File: src/rtl/bip_zone_gen.sv
// Proximity beeper: tracks the nearest valid of N distance channels, maps it
// through a programmable zone table with retreat hysteresis, and drives beeper/motor.
module bip_zone_gen #(
    parameter int N_CH      = 4,
    parameter int DW        = 12,
    parameter int NZ        = 8,
    parameter int CW        = 26,
    parameter int HYST      = 5,
    parameter int STALE_CYC = 50000000,
    localparam int ZW       = $clog2(NZ),
    localparam int NCW      = (N_CH > 1) ? $clog2(N_CH) : 1
) (
    input  logic                 clk,
    input  logic                 rst,
    input  logic [N_CH*DW-1:0]   dst,
    input  logic [N_CH-1:0]      dst_valid,
    input  logic                 mute,
    input  logic                 cfg_we,
    input  logic [ZW-1:0]        cfg_addr,
    input  logic [DW-1:0]        cfg_thr,
    input  logic [CW-1:0]        cfg_period,
    output logic                 bip_en,
    output logic                 motor_en,
    output logic [ZW:0]          zone,
    output logic [NCW-1:0]       near_ch
);

    localparam int SCW = $clog2(STALE_CYC + 1);
    localparam logic [SCW-1:0] STALE_MAX = SCW'(STALE_CYC - 1);

    typedef enum logic [1:0] {SILENT, CONT, LOW, HIGH} state_t;

    logic [DW-1:0]  ch_dst [N_CH];
    logic [N_CH-1:0] ch_valid;
    logic [SCW-1:0] stale_cnt [N_CH];

    logic [DW-1:0]  min_dst;
    logic           no_tgt;
    logic [DW-1:0]  min_c;
    logic [NCW-1:0] near_c;
    logic           any_c;

    logic [DW-1:0]  thr [NZ];
    logic [CW-1:0]  per [NZ];

    logic           cand_sil;
    logic [ZW-1:0]  cand_idx;
    logic           zone_sil;
    logic [ZW-1:0]  zone_idx;
    logic [DW:0]    retreat_lim;
    logic           cand_nearer;
    logic           cand_farther;

    state_t         state;
    logic [CW-1:0]  cnt;
    logic [CW-1:0]  per_cur;
    logic [CW-1:0]  per_new;
    logic           bip;

    // Channel stage: latch samples, age them, drop channels that go quiet.
    always_ff @(posedge clk) begin
        if (rst) begin
            ch_valid <= '0;
            for (int unsigned i = 0; i < N_CH; i++) begin
                ch_dst[i]    <= '0;
                stale_cnt[i] <= '0;
            end
        end else begin
            for (int unsigned i = 0; i < N_CH; i++) begin
                if (dst_valid[i]) begin
                    ch_dst[i]    <= dst[i*DW +: DW];
                    ch_valid[i]  <= 1'b1;
                    stale_cnt[i] <= '0;
                end else if (stale_cnt[i] != STALE_MAX) begin
                    stale_cnt[i] <= stale_cnt[i] + SCW'(1);
                    if (stale_cnt[i] + SCW'(1) == STALE_MAX)
                        ch_valid[i] <= 1'b0;
                end
            end
        end
    end

    always_comb begin
        min_c  = '1;
        near_c = '0;
        any_c  = 1'b0;
        for (int unsigned i = 0; i < N_CH; i++) begin
            if (ch_valid[i] && (!any_c || ch_dst[i] < min_c)) begin
                min_c  = ch_dst[i];
                near_c = NCW'(i);
                any_c  = 1'b1;
            end
        end
    end

    always_ff @(posedge clk) begin
        if (rst) begin
            min_dst <= '0;
            no_tgt  <= 1'b1;
            near_ch <= '0;
        end else begin
            no_tgt <= !any_c;
            if (any_c) begin
                min_dst <= min_c;
                near_ch <= near_c;
            end
        end
    end

    always_ff @(posedge clk) begin
        if (rst) begin
            for (int unsigned k = 0; k < NZ; k++) begin
                thr[k] <= '0;
                per[k] <= '0;
            end
        end else if (cfg_we) begin
            thr[cfg_addr] <= cfg_thr;
            per[cfg_addr] <= cfg_period;
        end
    end

    // Entry 0 is the stop zone and is keyed on its threshold, not its period.
    always_comb begin
        cand_sil = 1'b1;
        cand_idx = '0;
        for (int unsigned k = 0; k < NZ; k++) begin
            if (cand_sil && ((k == 0) ? (thr[k] != '0) : (per[k] != '0))
                && min_dst <= thr[k]) begin
                cand_sil = 1'b0;
                cand_idx = ZW'(k);
            end
        end
    end

    assign retreat_lim  = {1'b0, thr[zone_idx]} + (DW+1)'(HYST);
    assign cand_nearer  = !cand_sil && (zone_sil || cand_idx < zone_idx);
    assign cand_farther = !zone_sil && (cand_sil || cand_idx > zone_idx);

    always_ff @(posedge clk) begin
        if (rst || no_tgt) begin
            zone_sil <= 1'b1;
            zone_idx <= '0;
        end else if (cand_nearer || (cand_farther && {1'b0, min_dst} > retreat_lim)) begin
            zone_sil <= cand_sil;
            zone_idx <= cand_idx;
        end
    end

    assign per_new = per[zone_idx];

    // Counter runs 0..P-1: LOW for the first P/2 counts, HIGH for the rest.
    // A new period is only picked up when a full period completes.
    always_ff @(posedge clk) begin
        if (rst) begin
            state    <= SILENT;
            cnt      <= '0;
            per_cur  <= '0;
            bip      <= 1'b0;
            motor_en <= 1'b1;
        end else begin
            motor_en <= zone_sil || (zone_idx != '0);
            if (zone_sil) begin
                state <= SILENT;
                cnt   <= '0;
                bip   <= 1'b0;
            end else if (zone_idx == '0) begin
                state <= CONT;
                cnt   <= '0;
                bip   <= 1'b1;
            end else begin
                case (state)
                    SILENT, CONT: begin
                        per_cur <= per_new;
                        cnt     <= '0;
                        if (per_new[CW-1:1] == '0) begin
                            state <= HIGH;
                            bip   <= 1'b1;
                        end else begin
                            state <= LOW;
                            bip   <= 1'b0;
                        end
                    end
                    LOW: begin
                        cnt <= cnt + CW'(1);
                        if (cnt == (per_cur >> 1) - CW'(1)) begin
                            state <= HIGH;
                            bip   <= 1'b1;
                        end
                    end
                    HIGH: begin
                        if (cnt == per_cur - CW'(1)) begin
                            per_cur <= per_new;
                            cnt     <= '0;
                            if (per_new[CW-1:1] == '0) begin
                                state <= HIGH;
                                bip   <= 1'b1;
                            end else begin
                                state <= LOW;
                                bip   <= 1'b0;
                            end
                        end else begin
                            cnt <= cnt + CW'(1);
                        end
                    end
                endcase
            end
        end
    end

    assign bip_en = bip & ~mute;
    assign zone   = {zone_sil, zone_idx};

endmodule

File: config.mk
export PLATFORM = sky130hd
export DESIGN_NAME = bip_zone_gen
export DESIGN_NICKNAME = d
export VERILOG_FILES = /design/src/rtl/bip_zone_gen.sv
export SDC_FILE = /design/constraint.sdc
export NUM_CORES = 1
export LEC_CHECK = 0
export ABC_AREA = 1
export ABC_CLOCK_PERIOD_IN_PS = 11200
export CORE_ASPECT_RATIO = 0.75
export CORE_MARGIN = 2
export CORE_UTILIZATION = 30
export DETAILED_ROUTE_END_ITERATION = 10
export SLEW_MARGIN = 20
export SYNTH_ARGS = -nofsm -noshare
export SYNTH_HDL_FRONTEND = slang
export SYNTH_SLANG_ARGS = --single-unit
File: constraint.sdc
create_clock -name clk -period 11.2 [get_ports clk]
set_input_delay 2.24 -clock clk [delete_from_list [all_inputs] [get_ports clk]]
set_output_delay 2.24 -clock clk [all_outputs]
set_load 0.005 [all_outputs]
==> impl_metrics.tcl, run 1 <==
set metrics [dict create \
    fin_skew_ps 26.6 \
    cp_common_cell "nand2_1" \
    fin_crit_sh 0.581 \
    io_buffers 104 \
    wl_per_cell_um 17.6 \
    numCtsBuffers 66 \
    drive_gt1_frac 0.0489 \
    tns_ps 0 \
    drv_slew 0 \
    switching_share 0.301 \
    cpMaxStageDelayCell "o21ai_0" \
    die_area_um2 105000 \
    grt_overflow_total 0 \
    gp_congestion 0.901 \
    synth_xor_area_frac 0.0536 \
    rows 101 \
    clk_latency_ps 620 \
    antenna_found_initial 7 \
    maxSlewHeadroom 0.259 \
    synth-async-reset-ratio 0 \
    start_kind "register" \
    initial_core_util 0.304 \
    synthAdderAreaFrac 0.0636 \
    die_y_um 282 \
    yosys_warnings 0 \
    grt_pass1_vias 23530 \
    clkPwrFrac 0.396 \
    synth_compound_gate_area_share 0.0930 \
    muxShareOfSynthArea 0 \
    io_pins 105 \
    rsz0062_at_grt "false" \
    hpwlAfterDp_mm 62.2 \
    worstPathArrival_ps 7020 \
    synthCells 3593 \
    tightestPinTransition_ps 1110 \
    postCtsSetupBuffers 0 \
    cts_max_path_buffers 3 \
    fin_nets 3902 \
    outcome "completed" \
    ir_drop_mv 0.110 \
    synth_seq_area_share 0.496 \
    worst-path-max-fanout 25 \
    p_leak_nw 14.4 \
    synth_top_family_by_area "simple AND/OR/NAND/NOR gates" \
    synth_top_area_frac 0.444 \
    p_comb_frac 0.194 \
    syn_nets 3847 \
    synth_edf_count 456 \
    synth-simple-area-share 0.216 \
    power.density_nw_per_um2 163 \
    ys_types 55 \
    drt_wl_total_mm 88.7 \
    syn_area_um2 30900 \
    synth.most_common_cell "nor2_1" \
    grt_max_degree 73 \
    fp.dieW_um 374 \
    drtIter0Drc 2563 \
    crit_required_ps 11710 \
    final.min_clock_period_ps 6510 \
    maxCapViolCount 0 \
    htree_levels 3 \
    worstSetupPathType "register to register" \
    switching_power_mw 1.75 \
    synth_area_leaders "edfxtp_1 44%, nor2_1 9.5%, ha_1 6.4%" \
    postCtsHoldBufs 0 \
    drt_first_pass_iters 5 \
    cts_resized 0 \
    syn_area_per_cell_um2 8.59 \
    end_kind "register" \
    hold_viol_final 0 \
    cp_top_family "simple AND/OR/NAND/NOR gates" \
    fmax_mhz 154 \
    clockRootBuffer "clkbuf_16" \
    synth_area_leader_cell "edfxtp_1" \
    grt_pass1_wl_mm 137 \
    crit_path_max_incr_delay_ps 520 \
    cts_tree "done" \
    clkSinkCount 537 \
    synth_commonest_cells "783 x nor2_1, 472 x inv_1, 456 x edfxtp_1" \
    grt_usage 0.166 \
    synthFlopType "edfxtp_1" \
    clk_pin_slew_ps 60 \
    ant_nets 0 \
    intPower_mw 4.05 \
    synth-seq-cells 537 \
    hold_class "register to register" \
    drc_errors 0 \
    via_per_inst 4.95 \
    pwr-share-seq 0.409 \
    area_growth_pct 15.2 \
    core_um2 102000 \
    critPathBufInv 4 \
    finalSetupViolations 0 \
    power_mw 5.80 \
    vias 24960 \
]
cell type report:
| cell class | count | area (um^2) |
|---|---|---|
| Sequential cell | 537 | 15300 |
| Inverter | 478 | 1800 |
| Clock buffer | 81 | 1820 |
| Clock inverter | 41 | 502 |
| Timing Repair Buffer | 129 | 1230 |
| Multi-Input combinational cell | 2436 | 13200 |
| Tap cell | 1339 | 1680 |
| Antenna cell | 1 | 2.50 |
| Fill cell | 10388 | 66000 |
logic make-up (layout without fill, tap and decap cells):
| logic type | count (synthesis) | in the layout |
|---|---|---|
| buf+inv | 620 | 729 |
| xor+xnor | 189 | 189 |
| compound gates | 531 | 531 |
| flops | 537 | 537 |
| simple gates | 1559 | 1559 |
| other cells | 0 | 1 |
| fa+ha+maj | 157 | 157 |
cells in the final DEF (no fill, tap or decap), types with 8 or more instances in the layout:
master	count
nand4_1	85
xor2_1	141
nor2_1	783
clkinv_2	19
nand3b_1	8
dfxtp_1	79
edfxtp_1	456
clkdlybuf4s50_1	104
a21oi_1	167
bufinv_16	10
buf_4	25
a31oi_1	33
ha_1	157
o22ai_1	12
inv_1	469
nand2_1	379
xnor2_1	48
clkbuf_16	69
nor3_1	65
nand3_1	118
nor4_1	77
o21ai_0	265
power by group through the flow:
stage	sequential, mW	clock, mW	combinational, mW
3_5_place_dp	2.41	0	1.10
5_1_grt	2.39	2.41	1.26
3_3_place_gp	2.41	0	1.09
6_report	2.38	2.30	1.13
2_1_floorplan	2.36	0	0.797
4_1_cts	2.37	2.34	1.11
sequential cells by signal, summed over array words and instances (netlist names), named ones only:
register,cells
ch_dst,48
ch_valid,4
cnt,26
min_dst,12
motor_en,1
near_ch,2
no_tgt,1
per,208
per_cur,26
stale_cnt,104
state,2
thr,96
zone_idx,3
zone_sil,1
worst paths after layout:
check           endpoint  slack (ps)        start  depth (start not counted)
max reg2reg   min_dst[0]        4690  ch_valid[0]                         33
min          ch_valid[2]         510  ch_valid[2]                          2
min reg2reg  ch_valid[2]         510  ch_valid[2]                          2
max           min_dst[0]        4690  ch_valid[0]                         33
through the flow:
step / util / instances / cell area (um^2) / hold slack, ps / worst slack (ps)
3_5_place_dp: 0.327 / 4919 / 33200 / 499 / 4810
4_1_cts: 0.350 / 5041 / 35500 / 510 / 4790
6_report: 0.350 / 5042 / 35600 / 507 / 4690
2_1_floorplan: - / 3593 / 30900 / 423 / 6230
3_3_place_gp: 0.327 / 4919 / 33200 / 502 / 4860
5_1_grt: 0.350 / 5042 / 35600 / 520 / 3780
per-layer routing:
layer	up-vias	wire length, um	global-route usage
met1	11687	43000	0.248
met5	-	58	0
met2	924	36300	0.238
li1	12206	-	-
met4	10	2060	0.0455
met3	133	7280	0.0358
worst reg2reg max path: cells and delay by family, from the launching register on:
kind,cells,cell delay [ps]
flops,1,330
buf+inv,4,450
fa+ha+maj,3,970
simple gates,19,2860
compound gates,7,1830
(Power assumes the default switching activity.)
==> inputs of run 2 (changes only) <==
- ABC_CLOCK_PERIOD_IN_PS: 11200 -> 6800
- clock period: 11.2 -> 6.8 ns (I/O delays scaled with it)
==> run 2 against run 1 <==
Highest routed layer unchanged. Final cell count increased by 0.14%. Non-clock buffer count rose by 7. Register-to-register slack worse by 3800 ps. Worst hold slack better by 4.8 ps. Critical path type unchanged. First-iteration DRC count is 5.9% higher. Flip-flop and latch count unchanged. Setup slack lost 3800 ps. Global-route usage up 0.18 points. Largest cell class unchanged. Die area unchanged. Critical endpoint is now min_dst[2]. Total power up 61%. Combinational power is 66% higher.
==> impl_metrics.tcl, run 2 (synthesis results as in run 1) <==
set metrics [dict create \
    outcome "completed" \
    top_layer "met5" \
    fin_skew_ps 22.7 \
    fin_nets 3909 \
    worstRegToRegCells 34 \
    ant_nets 0 \
    crit_required_ps 7300 \
    cts_max_path_buffers 3 \
    final_common_cell "nor2_1" \
    drc_errors 0 \
    tns_ps 0 \
    ir_drop_mv 0.151 \
    grt_pass1_wl_mm 139 \
    cts_tree "done" \
    worst-path-max-fanout 25 \
    place_area_um2 33300 \
    p_leak_nw 14.3 \
    maxSlewHeadroom 0.294 \
    gp_congestion 0.909 \
    fin_crit_sh 0.876 \
    clk_latency_ps 610 \
    finalSetupViolations 0 \
    wl_met1_mm 43.5 \
    area_growth_pct 14.9 \
    cp_top_family "simple AND/OR/NAND/NOR gates" \
    rsz0062_at_grt "false" \
    wl_met2_mm 36.7 \
    htree_levels 3 \
    hpwlAfterDp_mm 63.9 \
    die_area_um2 105000 \
    design_area_um2 35500 \
    r2r-end "min_dst[2]" \
    clk_pin_slew_ps 60 \
    worstPathArrival_ps 6460 \
    maxCapViolCount 0 \
    largest_register_ffs 208 \
    power.density_nw_per_um2 264 \
    cpMaxStageDelayCell "o21ai_0" \
    drt_first_pass_iters 6 \
    initial_core_util 0.304 \
    wl_per_cell_um 17.8 \
    fill_cells 10451 \
    hold_path_depth 2 \
    drv_slew 0 \
    fp.dieW_um 374 \
    grt_max_degree 82 \
    via_per_inst 4.97 \
    grt_pass1_vias 23613 \
    antenna_found_initial 4 \
    tightestPinTransition_ps 1050 \
    clkSinkCount 537 \
    drt_wl_total_mm 89.9 \
    vias 25117 \
    min_from "ch_valid[2]" \
    rows 101 \
    hold_viol_final 0 \
    critPathBufInv 4 \
    core_um2 102000 \
    io_pins 105 \
    final_cell_mix "783 x nor2_1, 469 x inv_1, 456 x edfxtp_1" \
    final.min_clock_period_ps 5960 \
    regMostFlops "per" \
    crit_path_max_incr_delay_ps 430 \
    worstSetupPathType "register to register" \
    r2r-start "ch_valid[0]" \
    largestRegisters "per: 208 flops, stale_cnt: 104 flops, thr: 96 flops" \
    clockRootBuffer "clkbuf_16" \
    drive_gt1_frac 0.0480 \
    grt_overflow_total 0 \
    numCtsBuffers 66 \
    cp_common_cell "nand2_1" \
    hold_class "register to register" \
    hold_path_end "ch_valid[2]" \
    die_y_um 282 \
    wl_met3_mm 7.38 \
    start_kind "register" \
    io_buffers 104 \
    fin_util 0.349 \
    r2r_slack_ps 840 \
    fmax_mhz 168 \
    end_kind "register" \
    drtIter0Drc 2713 \
    grt_usage 0.168 \
]
## run 2: worst max-delay path by stage
stage | start | endpoint | depth (start not counted)
after global placement | ch_valid[0] | min_dst[6] | 31
after global routing | ch_valid[0] | min_dst[11] | 34
after detailed placement | ch_valid[0] | min_dst[2] | 31
final | ch_valid[0] | min_dst[2] | 34
after floorplan | ch_valid[0] | min_dst[3] | 38
after CTS | ch_valid[0] | min_dst[2] | 31
## run 2: stage by stage
stage / worst slack (ps) / instances / power, mW / hold WS (ps)
6_report: 845 / 5049 / 9.37 / 511
5_1_grt: 100 / 5049 / 9.81 / 533
4_1_cts: 548 / 5048 / 9.39 / 511
3_5_place_dp: 595 / 4926 / 5.81 / 503
3_3_place_gp: 699 / 4926 / 5.78 / 499
2_1_floorplan: 1830 / 3593 / 5.21 / 423
## run 2: routing by layer
metal | vias up | global-route usage
met4 | 2 | 0.0470
met1 | 11816 | 0.252
li1 | 12215 | -
met5 | - | 0
met2 | 963 | 0.244
met3 | 121 | 0.0307
## run 2: worst reg2reg max path, delay by kind of cell, from the launching register on
kind                     cells  cell delay (ps)
AO/OA/AOI/OAI                7             1690
adder cells (fa/ha/maj)      3              940
buffers and inverters        4              450
flip-flops                   1              330
AND/OR/NAND/NOR             20             2430
## run 2: cell type report
| cell class | count | area (um^2) | area share |
|---|---|---|---|
| clock buffer | 92 | 1860 | 0.0525 |
| clock inverter | 30 | 322 | 0.00907 |
| inverter | 478 | 1800 | 0.0507 |
| multi-input combinational | 2436 | 13200 | 0.372 |
| antenna | 1 | 2.50 | 0.0000706 |
| tap | 1339 | 1680 | 0.0472 |
| sequential | 537 | 15300 | 0.432 |
| timing repair buffer | 136 | 1280 | 0.0361 |
## run 2: timing repair
item                                    CTS  global route
hold buffers                              0             0
endpoints found under the setup margin    0            14
buffers inserted                          0             0
resized for setup                         0             9
## run 2: where the power goes
| part | total [mW] | switching [mW] | internal (mW) |
|---|---|---|---|
| Sequential | 3.91 | 0.170 | 3.74 |
| Combinational | 1.88 | 1.24 | 0.635 |
| Clock | 3.58 | 1.45 | 2.12 |
| Total | 9.37 | 2.87 | 6.50 |
==> variant (config.mk and constraints of run 2) <==
The parameter `CW` goes from 26 to 52.
--- a/src/rtl/bip_zone_gen.sv
+++ b/src/rtl/bip_zone_gen.sv
@@ -4,7 +4,7 @@
     parameter int N_CH      = 4,
     parameter int DW        = 12,
     parameter int NZ        = 8,
-    parameter int CW        = 26,
+    parameter int CW        = 52,
     parameter int HYST      = 5,
     parameter int STALE_CYC = 50000000,
     localparam int ZW       = $clog2(NZ),
Interface: changed (resized cfg_period); port bits go from 105 to 131. No check against the original RTL was run, so the function may have changed too.
==> variant against run 2 <==
- maximum frequency fell by 3.7%
- sequential cell count rose by 260
- critical path type unchanged
- synthesized cell count is 43% higher
- combinational power rose by 61%
- routed wire length is 52% higher
- power increased by 46%
- synthesized area is 44% higher
- global-route usage is 0.99 points higher
- die area up 43%
- worst setup slack lost 0.23 ns
- final area is 42% higher
- largest cell class unchanged
==> variant: results <==
[critical_path]
worstPathMaxFanout = 17
arrival_ns = 6.78
timing.reg2reg.worst_path_depth = 33
r2r_slack_ns = 0.62

[synthesis]
synth_compound_gate_area_share = 0.0922
synthXorXnorAreaFrac = 0.0590
synth_enable_flop_cells = 664
yosysSeqAreaShare = 0.510
netlist_top_cells_area = "sky130_fd_sc_hd__edfxtp_1 45%, sky130_fd_sc_hd__nor2_1 9.9%, sky130_fd_sc_hd__dfxtp_1 6.0%"
synth.cells.most_frequent = "1168 x sky130_fd_sc_hd__nor2_1, 664 x sky130_fd_sc_hd__edfxtp_1, 614 x sky130_fd_sc_hd__inv_1, 523 x sky130_fd_sc_hd__nand2_1, 385 x sky130_fd_sc_hd__o21ai_0"
synth.avg_cell_area_um2 = 8.65

[hold_path]
timing.hold.worst_endpoint = "near_ch[1]"

[clock_tree]
worstSkewPairLatency_ns = 0.72
cts_inserted_buffers = 89

[route]
avg_vias_per_cell = 5.03
route.final.wire_length_um = 137000
dr_wl_met3_um = 12100
detailedRoute.firstIterationViolations = 3862

[global_route]
global_route_usage_over_all_layers = 0.178
first_pass_grt_wire_length_um = 207000
number_of_antenna_violations_at_the_first_check_in_global_routing = 1

[cells_and_area]
finalNonFillerCells = 7203
registers_with_the_most_flip_flops = "per (416), stale_cnt (104), thr (96)"

[power]
irDropWorstVdd_mv = 0.184

[placed_design]
globalplace.congestion = 0.932
dp_cells = 7039

[status]
run_status = "finished, final reports clean"
variant: cell types whose count changed after synthesis, moves of 77 or more:
cell                       delta
sky130_fd_sc_hd__nor2_1     +385
sky130_fd_sc_hd__o21ai_0    +120
sky130_fd_sc_hd__edfxtp_1   +208
sky130_fd_sc_hd__nand2_1    +132
sky130_fd_sc_hd__inv_1      +142
sky130_fd_sc_hd__xor2_1      +77
variant: stage by stage:
| step | setup slack (ns) | hold WS, ns | power, mW | instance area [um^2] |
|---|---|---|---|---|
| global route | 0.0112 | 0.536 | 14.2 | 50400 |
| detailed placement | 0.635 | 0.514 | 8.83 | 47500 |
| floorplan | 1.83 | 0.437 | 7.80 | 44400 |
| global placement | 0.862 | 0.497 | 8.79 | 47500 |
| finish | 0.618 | 0.518 | 13.7 | 50400 |
| CTS | 0.610 | 0.522 | 13.7 | 50400 |
variant: what timing repair did:
item                       in CTS  in global routing
resized for setup               0                  4
setup endpoints to repair       0                 10
buffers inserted                0                  0
hold buffers                    0                  0
variant: cells by family after synthesis:
group	after synthesis
xor+xnor	299
simple gates	2271
compound gates	748
fa+ha+maj	157
buf+inv	856
flops	797
variant: cell type report:
type,instances,share of cell area
Tap cell,1984,0.0492
Clock buffer,117,0.0483
Inverter,625,0.0466
Clock inverter,46,0.00883
Antenna cell,1,0.0000496
Multi-Input combinational cell,3475,0.368
Sequential cell,797,0.448
Timing Repair Buffer,158,0.0302
variant: report_power, final:
part,internal (mW),switching [mW]
Sequential,5.55,0.228
Clock,2.70,2.15
Combinational,0.979,2.05
variant: layer usage:
layer | vias up | track usage
met5 | - | 0
met4 | 0 | 0.0481
met3 | 179 | 0.0336
met2 | 1506 | 0.253
met1 | 17200 | 0.271
li1 | 17300 | -
